File: src/rtl/prng_arbiter.sv
// Round-robin front end that lets N_REQ requesters share one pseudo-random
// generator. One transaction at a time: grant, start pulse, wait for the
// generator busy window, then a one-cycle ack with the result or a timeout.
module prng_arbiter #(
    parameter int N_REQ   = 4,
    parameter int WIDTH   = 8,
    parameter int TIMEOUT = 15
) (
    input  logic                   clk,
    input  logic                   rst_n,
    input  logic [N_REQ-1:0]       req,
    input  logic [N_REQ*WIDTH-1:0] seed,
    input  logic [N_REQ*WIDTH-1:0] seq,
    output logic [N_REQ-1:0]       ack,
    output logic [WIDTH-1:0]       rsp_num,
    output logic                   rsp_err,
    output logic                   prng_start,
    output logic [WIDTH-1:0]       prng_sw,
    output logic [WIDTH-1:0]       prng_seq,
    input  logic                   prng_busy,
    input  logic [WIDTH-1:0]       prng_num,
    output logic                   arb_busy
);
    localparam int IW = $clog2(N_REQ);
    localparam int CW = (TIMEOUT < 1) ? 1 : $clog2(TIMEOUT + 1);

    typedef enum logic [2:0] {IDLE, ISSUE, WAIT_BUSY, WAIT_DONE, RESPOND} state_t;

    state_t state, state_nxt;

    logic [N_REQ-1:0][WIDTH-1:0] seed_v, seq_v;
    logic [IW-1:0]    ptr, win_q, grant_idx;
    logic             grant_vld;
    logic [WIDTH-1:0] seed_q, seq_q, res_q;
    logic             err_q;
    logic [CW-1:0]    cnt;
    logic             timed_out;
    logic             in_flight;

    // slice k of the packed buses sits at bits [k*WIDTH +: WIDTH]
    assign seed_v = seed;
    assign seq_v  = seq;

    assign timed_out = (cnt == CW'(TIMEOUT));
    assign in_flight = (state == ISSUE) || (state == WAIT_BUSY) || (state == WAIT_DONE);

    // round-robin pick: first active request at or after ptr, wrapping
    always_comb begin
        int p;
        p         = 0;
        grant_vld = 1'b0;
        grant_idx = '0;
        for (int i = 0; i < N_REQ; i++) begin
            p = int'(ptr) + i;
            if (p >= N_REQ) p = p - N_REQ;
            if (!grant_vld && req[p]) begin
                grant_vld = 1'b1;
                grant_idx = IW'(p);
            end
        end
    end

    // state register
    always_ff @(posedge clk or negedge rst_n) begin
        if (!rst_n) state <= IDLE;
        else        state <= state_nxt;
    end

    // next state and transaction outputs
    always_comb begin
        state_nxt  = state;
        ack        = '0;
        rsp_num    = '0;
        rsp_err    = 1'b0;
        prng_start = 1'b0;
        prng_sw    = '0;
        prng_seq   = '0;
        arb_busy   = (state != IDLE);
        if (in_flight) begin
            // an all-zero seed would lock the LFSR, so force the LSB
            prng_sw  = (seed_q == '0) ? WIDTH'(1) : seed_q;
            prng_seq = seq_q;
        end
        case (state)
            IDLE:      if (grant_vld && !prng_busy) state_nxt = ISSUE;
            ISSUE: begin
                prng_start = 1'b1;
                state_nxt  = WAIT_BUSY;
            end
            WAIT_BUSY: if (prng_busy || timed_out) state_nxt = prng_busy ? WAIT_DONE : RESPOND;
            WAIT_DONE: if (!prng_busy) state_nxt = RESPOND;
            RESPOND: begin
                ack[win_q] = 1'b1;
                rsp_num    = res_q;
                rsp_err    = err_q;
                state_nxt  = IDLE;
            end
            default:   state_nxt = IDLE;
        endcase
    end

    // grant capture, timeout counter and result latch
    always_ff @(posedge clk or negedge rst_n) begin
        if (!rst_n) begin
            ptr    <= '0;
            win_q  <= '0;
            seed_q <= '0;
            seq_q  <= '0;
            res_q  <= '0;
            err_q  <= 1'b0;
            cnt    <= '0;
        end else begin
            case (state)
                IDLE: if (grant_vld && !prng_busy) begin
                    win_q  <= grant_idx;
                    seed_q <= seed_v[grant_idx];
                    seq_q  <= seq_v[grant_idx];
                    ptr    <= (grant_idx == IW'(N_REQ - 1)) ? '0 : grant_idx + 1'b1;
                end
                ISSUE: cnt <= '0;
                WAIT_BUSY: if (!prng_busy) begin
                    if (timed_out) begin
                        err_q <= 1'b1;
                        res_q <= '0;
                    end else begin
                        cnt <= cnt + 1'b1;
                    end
                end
                WAIT_DONE: if (!prng_busy) begin
                    res_q <= prng_num;
                    err_q <= 1'b0;
                end
                default: ;
            endcase
        end
    end

endmodule
File: config.mk
export PLATFORM = sky130hd
export DESIGN_NAME = prng_arbiter
export DESIGN_NICKNAME = d
export VERILOG_FILES = /design/src/rtl/prng_arbiter.sv
export SDC_FILE = /design/constraint.sdc
export NUM_CORES = 1
export LEC_CHECK = 0
export ABC_AREA = 0
export BUFFER_PORTS_ARGS = -buffer_cell sky130_fd_sc_hd__buf_2
export CAP_MARGIN = 40
export CELL_PAD_IN_SITES_DETAIL_PLACEMENT = 1
export CELL_PAD_IN_SITES_GLOBAL_PLACEMENT = 2
export CORE_MARGIN = 2
export CORE_UTILIZATION = 27
export DETAILED_ROUTE_END_ITERATION = 7
export PLACE_DENSITY = 0.88
export SLEW_MARGIN = 20
export SYNTH_ARGS = -nofsm -noshare
export SYNTH_HDL_FRONTEND = slang
export SYNTH_SLANG_ARGS = --single-unit
File: constraint.sdc
create_clock -name clk -period 2.2 [get_ports clk]
set_input_delay 0.33 -clock clk [delete_from_list [all_inputs] [get_ports clk]]
set_output_delay 0.33 -clock clk [all_outputs]
set_load 0.02 [all_outputs]
==> impl_summary.md, run 1 <==
Critical path
The arrival time at the worst endpoint is 1720 ps. The worst setup path is captured at an output port. The required time of the critical path is 1870 ps. The stage delay of the slowest cell on the critical path is 470 ps.

The element type at the critical path start is a flip-flop. The worst-path cell with the longest stage delay is sky130_fd_sc_hd__dfrtp_2. The signal on the critical path passes through nor2_2 -> buf_4 -> and2_1 -> nor3b_1 -> buf_2. The peak fanout along the critical path is 13.

The critical path start-end classification is flip-flop to output port. The kind of cell adding the most delay to the critical path is simple AND/OR/NAND/NOR gates. The worst flop-to-flop path startpoint is ptr[1]. The startpoint of the most critical setup path is state[1]. Together, buffers and inverters on the worst path number 2.

Logic synthesis
After synthesis, the cell types taking the most area are sky130_fd_sc_hd__dfrtp_1, sky130_fd_sc_hd__mux2i_1, sky130_fd_sc_hd__a21oi_1, sky130_fd_sc_hd__nand3_1, sky130_fd_sc_hd__o211ai_2. The proportion of synthesized chip area in sequential cells is 0.3547. The netlist area before placement is 2540 um2. In this run the mean area of a mapped cell was 8.639 um2. The commonest register cell after synthesis is sky130_fd_sc_hd__dfrtp_1.

Yosys mapped the design onto 42 distinct sky130hd cell types. The share of synthesized area in the top cell type comes to 0.3547. The share of async-settable or async-resettable flops after synthesis is 1.000. The warning count from the yosys run is 0. The synthesized design spends more area on one cell type than any other, namely sky130_fd_sc_hd__dfrtp_1. The number of instances in the synthesized netlist is 294. The number of enable-type register cells in the synthesized netlist is 0.

After synthesis the netlist holds a flip-flop and latch count of 36. The synthesized netlist net count is 374.

STA
In the final timing run, aggregate negative setup slack is 0 ps. The transition time of the tightest slew-check pin is 459.5 ps. Setup repair after global routing left no endpoint under its margin. The count of endpoints failing setup in the final report is 0. For the final database, setup skew stands at 11.03 ps. The worst pin sits at a relative slew slack of 0.6937. The final number of max-transition violations was 0.

Dividing the final minimum period by the clock period gives 0.9322. The number of hold violations in the final report is 0. The minimum clock period after layout is 2051 ps. The timing-limited maximum frequency is 0.4876 GHz.

Clocking
Post-CTS timing repair inserted 0 buffers for setup. After clock tree synthesis, the clock-pin slew on the worst setup and hold paths is 70 ps. TritonCTS created 5 clock buffers. The H-tree generated during clock tree synthesis spans 2 levels. The clock reaches the later pin of the worst-skew pair after 290 ps.

The buffer type at the clock tree root is sky130_fd_sc_hd__clkbuf_8. The worst-case clock buffer depth is 2. The number of sinks driven by the clock tree is 36.

TritonCTS built the clock tree.

Global route
The first global-routing pass estimated 12650 um of wire. The initial antenna violation count is 0. The pin count of the biggest net entering global routing is 37. The total overflow left after global routing is 0. The all-layer global routing usage is 0.1580. The via count of the first global-routing pass is 2566.

Power and ir drop
The total leakage power is 1.741 nW. The worst-case IR drop observed on VDD is 0.0003708 V. For this design the ratio of total power to cell area is 1144 nW/um2.

Run status
The flow ran to the end, and the final reports show no timing, DRC or antenna violations.

Placement
The post-placement cell count is 502. The number of buffer cells added on primary ports is 109. The placed instances occupy a cell area of 3242 um2.

The weighted congestion at the end of routability-driven global placement is 0.8080. The post-detailed-placement half-perimeter wirelength is 6303 um.

Cells and area
Relative to the synthesized area, the layout overhead comes to 33.60%. The count of placed standard cells in the final layout, fillers left out is 512. The finished cells cover 3393 um2. In the layout the commonest cells are sky130_fd_sc_hd__buf_2, sky130_fd_sc_hd__a21oi_1, sky130_fd_sc_hd__nand3_1, sky130_fd_sc_hd__dfrtp_1, sky130_fd_sc_hd__mux2i_1. The layout net count is 480. The number of antenna cells inserted is 0.

The share of cells above drive strength 1 is 0.3791. Counting the fill cells in the layout gives 1114. Summing all multi-input logic gate instances after layout gives 1521 um2. The sequential cells in the finished layout cover a total of 902.1 um2. The library cell used most frequently in the layout, excluding fill and tap cells, is sky130_fd_sc_hd__buf_2.

Floorplan
The floorplan has 35 rows. Measured along the x axis, the die boundary spans 101.0 um. The die area is 10200 um2.

For this configuration, the core starts out at a cell density of 0.2762. The die is 101.0 um tall. The area of the placeable core is 9196 um2. During I/O placement, the number of pins put on the boundary was 110.

Drt
The number of remaining DRC errors is 0. For this block, the via count after detailed routing is 2590. Dividing the detail-routed via count by the number of cells gives 5.059. The routed wire length is 8152 um. In this run, the number of DRC markers left after iteration 0 of detailed routing was 90.

The count of nets left with antenna violations once routing finished came out at 0. The pre-antenna-repair detailed-routing pass consisted of 4 iterations. Dividing the detail-routed wire length by the instance count gives 15.92 um.

Worst hold path
The classification of the worst-slack hold path is input pin to flip-flop. The startpoint of the worst hold path is prng_num[0].

Flow run
The reported max-cap violation count is 0.
where the power goes:
part	internal [mW]	switching [mW]	leakage, nW	total (mW)
Clock	0.336	0.233	0.0552	0.569
Sequential	0.956	0.262	0.451	1.22
Combinational	0.885	1.21	1.23	2.10
Total	2.18	1.71	1.74	3.88
cells by family (layout without fill, tap and decap cells):
logic type | Yosys count | count (layout) | share of synthesized area
buffers and inverters | 31 | 138 | 0.05468
XOR/XNOR | 1 | 1 | 0.003449
AND/OR/NAND/NOR | 116 | 116 | 0.2434
flip-flops | 36 | 36 | 0.3547
multiplexers | 34 | 34 | 0.1345
adder cells (fa/ha/maj) | 1 | 1 | 0.004925
AO/OA/AOI/OAI | 75 | 75 | 0.2044
path summary, 6_finish.rpt:
kind	slack, ps	cells past startpoint	to
min in group asynchronous	530	2	seed_q[0]
worst min-delay path	270	2	res_q[0]
worst max register to register	210	6	seed_q[5]
worst max-delay path	150	5	ack[0]
max in group asynchronous	1200	3	state[1]
worst min register to register	490	1	res_q[2]
repair_timing:
item                                    CTS  global route
hold buffers                              0             1
endpoints found under the setup margin    0            11
gates resized for setup                   0             3
hold endpoints to repair                  0            16
synthesized netlist by cell type, drive strengths merged (8+ instances only):
cell    count
nand3      36
nor2        8
and3       11
nand2      27
clkbuf     16
a22o        8
buf        11
and2       17
dfrtp      36
mux2i      33
a21oi      38
o211ai     16
through the flow:
step           utilization  total power [mW]  setup WS, ps  hold WS (ps)
2_1_floorplan            -             2.602         447.6         34.41
3_3_place_gp        0.3517             3.230         161.1         469.4
3_5_place_dp        0.3525             3.326         113.0         477.0
4_1_cts             0.3642             3.909         77.81         163.0
5_1_grt             0.3690             4.212         19.65         260.1
6_report            0.3690             3.883         149.2         273.3
layout make-up:
type                            count  share of cell area
Clock buffer                        6             0.02139
Clock inverter                      2             0.01032
Inverter                            4            0.004425
Multi-Input combinational cell    227              0.4484
Sequential cell                    36              0.2659
Tap cell                          111             0.04093
Timing Repair Buffer              126              0.2087
routing by layer:
| metal | GRT usage | up-vias | wire [um] |
|---|---|---|---|
| met2 | 0.2615 | 68 | 3705 |
| met5 | 0 | - | 0 |
| li1 | - | 1280 | - |
| met4 | 0.03534 | 0 | 79 |
| met1 | 0.2151 | 1233 | 3966 |
| met3 | 0.02843 | 9 | 400 |
worst reg2reg max path, stage by stage (launching register included):
cell	delay [ps]
sky130_fd_sc_hd__dfrtp_1	470
sky130_fd_sc_hd__nand2b_1	150
sky130_fd_sc_hd__a21oi_1	100
sky130_fd_sc_hd__a211oi_4	270
sky130_fd_sc_hd__buf_4	360
sky130_fd_sc_hd__mux2i_1	380
sky130_fd_sc_hd__o211ai_2	130
flip-flops by register name (all words and copies together), names as in the netlist:
register and cells:
ptr 2, seq_q 8, cnt 4, state 3, win_q 2, err_q 1
seed_q 8, res_q 8
Power figures use the tool's default switching activity.
==> run 2, diff against run 1 <==
- CELL_PAD_IN_SITES_DETAIL_PLACEMENT: 1 -> not set
- CELL_PAD_IN_SITES_GLOBAL_PLACEMENT: 2 -> not set
- CORE_UTILIZATION: 27 -> 48
==> run 2 against run 1 <==
Net effect:
- setup slack worse by 16 ps
- count of clock-buffer cells in the layout decreased by 1
- combinational power fell by 5%
- clock skew decreased by 4.6 ps
- die area fell by 42%
- sequential power barely moved
- flip-flop and latch count stayed put
- first-iteration DRC count increased to 3.6 times the previous value
- hold slack worse by 22 ps
- highest routed layer unchanged
==> impl_summary.md, run 2 (synthesized netlist as in run 1, its figures left out) <==
Clocking
The number of levels in the clock H-tree is 2. No sink is reached through more buffers than the 2 on the longest clock path. The clock reaches the later pin of the worst-skew pair after 300 ps. The TritonCTS clock tree is built. The number of sinks driven by the clock tree is 36. The buffer type at the clock tree root is sky130_fd_sc_hd__clkbuf_8. In this run, CTS created clock tree buffers numbering 5. The clock slew seen by the registers of the worst setup and hold paths is 80 ps.

STA
The final-layout worst hold slack is 251.4 ps. The worst path needs 2067 ps of the cycle, external delays included. Derived from the worst setup path, the maximum achievable clock frequency is 0.4838 GHz.

Setup repair after global routing left no endpoint under its margin. Between clock sinks in the finished design, the worst skew comes to 6.423 ps. The least setup slack across all paths after layout is 132.9 ps. The number of hold violations in the final report is 0. The final number of max-transition violations is 0. The relative max-transition margin is 0.6633. For the pin with the worst max-slew slack, the measured transition is 504.5 ps. The setup TNS after final layout is 0 ps. The final cycle utilization of the critical path is 0.9396. Setup violations remaining at the end of the flow were counted as 0.

Drt
The residual antenna-violating net count after detailed routing is 0. The final layout contains routed wiring with a total length of 7038 um. The detailed router placed 2636 vias in this run. For this block, the initial DRC count from the detailed router was 327. In the routed design, unresolved DRC markers number 0.

After detailed routing, the average wire length per cell comes to 15.07 um. Using the TritonRoute via totals, the vias-per-cell ratio works out to 5.645. For this run, the detailed router's first-pass iteration total came to 4.

Cells and area
The top cell types in the final layout, fill and taps aside, are sky130_fd_sc_hd__buf_2, sky130_fd_sc_hd__a21oi_1, sky130_fd_sc_hd__nand3_1, sky130_fd_sc_hd__dfrtp_1, sky130_fd_sc_hd__mux2i_1. The most common library cell in the layout ignoring fill and taps is sky130_fd_sc_hd__buf_2. After routing the design area is 3311 um2.

Compared with the post-synthesis result, the final layout area differs by 30.35%. The layout net count is 476. The largest registers in the layout are res_q: 8 flops, seed_q: 8 flops, seq_q: 8 flops. The share of cells above drive strength 1 is 0.3753.

The total of fill cells in the finished design is 441. The number of antenna cells inserted is 0.

Floorplan
In this run the core area contains 26 standard-cell rows. The die area is 5889 um2. The floorplan step set the die width to 76.74 um. The area of the placeable core is 5107 um2. The floorplan die height is 76.74 um.

The total I/O pin count is 110. The effective utilization at floorplan is 0.4973.

Critical path
The required time of the critical path is 1870 ps. The peak fanout along the critical path is 13. The kind of end point of the critical path is an output port. The critical path start-end classification is flip-flop to output port.

The worst setup path is launched from a flip-flop. The arrival time at the worst endpoint is 1740 ps.

Power and ir drop
The worst supply voltage drop on vdd is 0.0005676 V. In this run the static leakage power is 1.717 nW. Power spread over the standard cell area amounts to 1150 nW/um2.

The overall power after layout is 3.809 mW.

Global route
Entering global routing, the biggest net connects 37 pins. The first global-routing pass estimated 11960 um of wire. The via count of the first global-routing pass is 2464.

For this run the aggregate overflow at the end of global routing stands at 0. The initial antenna violation count is 0. For this run, the total global-route usage over all layers was measured as 0.2474.

Placement
Port buffering added 109 buffers. The setup slack after placement is 261.4 ps. In this run the cell area measured after placement is 3161 um2.

The weighted congestion at the end of routability-driven global placement is 0.8354. The HPWL after detailed placement is 5045 um.

Flow run
Max-cap violations in this run came to 0.

Run status
The flow ran to the end, and the final reports show no timing, DRC or antenna violations.

Worst hold path
The path class of the tightest hold or removal check is input pin to flip-flop.
==> run 2: cell count changes in the layout (fill, tap and decap cells not counted), sizes merged <==
| cell | change |
|---|---|
| clkinv | -1 |
| buf | -4 |
| clkinvlp | +1 |
| inv | +1 |
| clkbuf | -1 |
==> run 2: final timing paths <==
path,startpoint,to,slack (ps),cells past startpoint
min in group asynchronous,rst_n,seq_q[0],420,2
min reg2reg,seq_q[5],seq_q[5],490,2
max in group asynchronous,rst_n,state[0],1370,3
max,state[1],ack[0],130,5
min,prng_num[5],res_q[5],250,2
max reg2reg,ptr[1],seed_q[0],400,6
==> run 2: routing by layer <==
| metal | up-vias | routed length (um) | GRT usage |
|---|---|---|---|
| met3 | 15 | 294 | 0.03882 |
| met1 | 1249 | 3084 | 0.3308 |
| met5 | - | 0 | 0 |
| met2 | 92 | 3497 | 0.4096 |
| li1 | 1280 | - | - |
| met4 | 0 | 162 | 0.08182 |
==> run 2: repair_timing <==
action | 4_1_cts | 5_1_grt
hold endpoints to repair | 0 | 3
setup buffers | 0 | 0
gates resized for setup | 1 | 2
endpoints found under the setup margin | 15 | 1
hold buffers | 0 | 1
==> run 2: worst max-delay path, stage by stage (launching register included) <==
cell and delay (ps):
sky130_fd_sc_hd__dfrtp_2 470, sky130_fd_sc_hd__nor2_1 190, sky130_fd_sc_hd__buf_4 210, sky130_fd_sc_hd__and2_1 210, sky130_fd_sc_hd__nor3b_1 180, sky130_fd_sc_hd__buf_2 190
==> run 2: report_power, final <==
| group | switching, mW | internal [mW] | leakage [nW] |
|---|---|---|---|
| registers | 0.261 | 0.957 | 0.450 |
| logic | 1.15 | 0.840 | 1.21 |
| clock network | 0.263 | 0.341 | 0.0548 |
==> run 2: stage by stage <==
stage	cells	util
3_3_place_gp	457	0.6188
6_report	467	0.6482
4_1_cts	465	0.6418
5_1_grt	467	0.6482
3_5_place_dp	457	0.6188
2_1_floorplan	294	-
==> run 2: layout make-up <==
class	count	area [um2]	area share
clock buffers	5	68.82	0.02079
clock inverters	3	46.29	0.01398
inverters	4	15.01	0.004535
multi-input cells	227	1519	0.4588
flip-flops and latches	36	903.4	0.2729
well taps	70	87.58	0.02645
repair buffers	122	670.6	0.2026
==> run 3, diff against run 2 <==
- CORE_ASPECT_RATIO: not set -> 1.25
- CORE_UTILIZATION: 48 -> 35
- PLACE_DENSITY: 0.88 -> 0.69
==> run 3 against run 2 <==
Net effect:
- flip-flop and latch count stayed put
- sequential power hardly changed
- combinational power hardly changed
- critical path depth stayed put
- design area is 0.98% higher
- via count is 1.4% lower
- die area is 35% higher
- cell count is 4.7% higher
- largest cell class unchanged
- largest power group unchanged
- highest routed layer unchanged
==> impl_summary.md, run 3 (synthesized netlist as in run 1, its figures left out) <==
Run status
The run finished with clean final reports.

Cells and area
The most common library cell in the layout ignoring fill and taps is sky130_fd_sc_hd__buf_2. The number of antenna diodes in the final layout is 0. The largest registers in the layout are res_q: 8 flops, seed_q: 8 flops, seq_q: 8 flops. The share of cells above drive strength 1 is 0.3835. Compared with the post-synthesis result, the final layout area differs by 31.63%. For this run, the share of the core covered by cells in the final layout is 0.4792. The layout net count is 478. Leaving out fill and tap cells, the most frequent cells in the layout are sky130_fd_sc_hd__buf_2, sky130_fd_sc_hd__a21oi_1, sky130_fd_sc_hd__nand3_1, sky130_fd_sc_hd__dfrtp_1, sky130_fd_sc_hd__mux2i_1.

STA
Between clock sinks in the finished design, the worst skew comes to 3.822 ps. The final cycle utilization of the critical path is 0.9153. The number of hold violations in the final report was 0. The timing-limited maximum frequency is 0.4966 GHz. The least setup slack across all paths after layout is 186.4 ps. Measured against its own limit, the worst slew margin works out to 0.6663. The minimum clock period after layout is 2014 ps. The setup TNS after final layout is 0 ps. At the pin with the least slew margin, the transition time is 500.0 ps.

The final number of max-transition violations is 0. Setup repair after global routing left no endpoint under its margin. The count of endpoints failing setup in the final report is 0.

Critical path
The peak fanout along the critical path is 13. The worst setup path is launched from a flip-flop. For the worst setup path, the data arrival time is 1680 ps. The worst flop-to-flop path startpoint is ptr[1]. The worst setup path is captured at an output port. The worst reg-to-reg path cell count is 6. In this run the register-to-register setup slack is 300 ps. STA puts the critical path data required time at 1870 ps. The critical path start-end classification is flip-flop to output port. The endpoint identified for the worst register-to-register timing path is seq_q[2].

Drt
After detailed routing, the number of remaining DRC violations is 0. The detail route stage leaves a number of antenna-violating nets equal to 0. The via count of the routed design is 2598. The length of routed met2 wiring is 3520 um. After detailed routing, the number of vias per cell comes to 5.313. After detailed routing, the wire length on met1 is 3043 um.

The routed wire length per instance is 14.56 um. The DRC violation total after the first TritonRoute iteration is 99. The topmost layer with routed signal wires is met4. The pre-antenna-repair detailed-routing pass consisted of 4 iterations.

Wires add up to 7122 um. In the detailed route, the total length drawn on met3 is 464 um.

Clocking
The number of clock buffers added by TritonCTS is 5. The setup fix buffers added after clock tree synthesis is 0. The number of levels in the clock H-tree is 2. The clock insertion delay at the later pin of the skew report is 280 ps. The TritonCTS clock tree is built. CTS placed an instance of sky130_fd_sc_hd__clkbuf_8 at the clock tree root. Clock tree synthesis found a total of 36 sinks.

Clock-pin slew was measured on the worst setup and hold paths at 70 ps. The worst-case clock buffer depth is 2.

Global route
The first global-routing pass estimated 12090 um of wire. The residual overflow from global routing is 0. Across every metal layer, demand over resource in global routing totals 0.1894.

The initial antenna violation count is 0. The via count of the first global-routing pass is 2547. The pin count of the biggest net entering global routing is 37.

Power and ir drop
The share of total power dissipated in sequential elements is 0.329. Of the total power, the clock network draws 0.123. Dividing total power by cell area gives a power density of 1107 nW/um2.

VDD sags by at most 0.0004781 V. The net switching share of the total power is 0.4475. The logic gate share of total power is 0.547. Summed over all nets, the switching power comes to 1.655 mW. The overall power after layout is 3.700 mW. The total leakage power is 1.725 nW.

The internal power of the cells is 2.044 mW.

Floorplan
The initial utilization of the core area, before any placement, comes to 0.3641. In this run the vertical extent of the chip is 99.25 um. The die area is 7959 um2. The initialized floorplan defines 34 standard-cell rows. The total I/O pin count is 110.

After floorplanning, the core was sized to cover 6977 um2. The die is 80.20 um wide.

Worst hold path
The classification of the worst-slack hold path is input pin to flip-flop. The hold-critical path depth is 2. The startpoint of the worst hold path is prng_num[7]. For hold timing, the worst endpoint is res_q[7].

Flow run
Max-cap violations in this run came to 0.

Placement
Summed over all nets, the half-perimeter wirelength after detailed placement is 5487 um. OpenSTA, run right after detailed placement, puts the worst setup slack at 215.4 ps. Routability-driven placement finished with a final weighted congestion of 0.8226.

The number of buffer cells added on primary ports is 109.
==> run 3: how the worst max path moves through the flow <==
stage / endpoint / depth (start not counted) / slack, ps / startpoint
6_report: prng_start / 5 / 190 / state[2]
5_1_grt: ack[0] / 5 / 70 / state[1]
4_1_cts: ack[0] / 5 / 90 / state[1]
3_5_place_dp: seed_q[4] / 7 / 220 / req[0]
3_3_place_gp: seed_q[4] / 7 / 260 / req[0]
2_1_floorplan: seed_q[0] / 7 / 450 / req[0]
==> run 3: cell type report <==
class | count | area (um2)
Sequential cell | 36 | 903.4
Clock inverter | 3 | 18.77
Tap cell | 90 | 112.6
Inverter | 4 | 15.01
Clock buffer | 5 | 68.82
Multi-Input combinational cell | 227 | 1526
Fill cell | 721 | 3633
Timing Repair Buffer | 124 | 698.2
==> run 3: power groups by stage <==
stage / Clock (mW) / Sequential [mW] / Combinational [mW]
after detailed placement: 0 / 1.22 / 2.03
after global placement: 0 / 1.20 / 1.99
final: 0.456 / 1.22 / 2.02
after floorplan: 0 / 1.12 / 1.48
after global routing: 0.503 / 1.27 / 2.25
after CTS: 0.478 / 1.21 / 2.04
==> run 3: timing repair <==
action                                  in CTS  in global routing
hold buffers                                 0                  1
endpoints found under the setup margin      15                 13
endpoints found under the hold margin        0                  9
resized for setup                            1                  4
==> run 3: layer usage <==
| metal | up-vias | global-route usage |
|---|---|---|
| li1 | 1284 | - |
| met1 | 1214 | 0.2509 |
| met2 | 90 | 0.3147 |
| met3 | 10 | 0.03902 |
| met4 | 0 | 0.04824 |
| met5 | - | 0 |
==> run 3: through the flow <==
step / std cells / instance area, um2 / hold WS (ps)
2_1_floorplan: 294 / 2540 / 34.41
3_3_place_gp: 479 / 3213 / 457.6
3_5_place_dp: 479 / 3213 / 464.0
4_1_cts: 487 / 3303 / 148.5
5_1_grt: 489 / 3343 / 273.5
6_report: 489 / 3343 / 277.2
==> run 3: critical path: stages (launching register included) <==
cell                       delay [ps]
sky130_fd_sc_hd__dfrtp_1          480
sky130_fd_sc_hd__buf_4            220
sky130_fd_sc_hd__nand2b_1         150
sky130_fd_sc_hd__or2_2            300
sky130_fd_sc_hd__inv_1             80
sky130_fd_sc_hd__buf_2            160
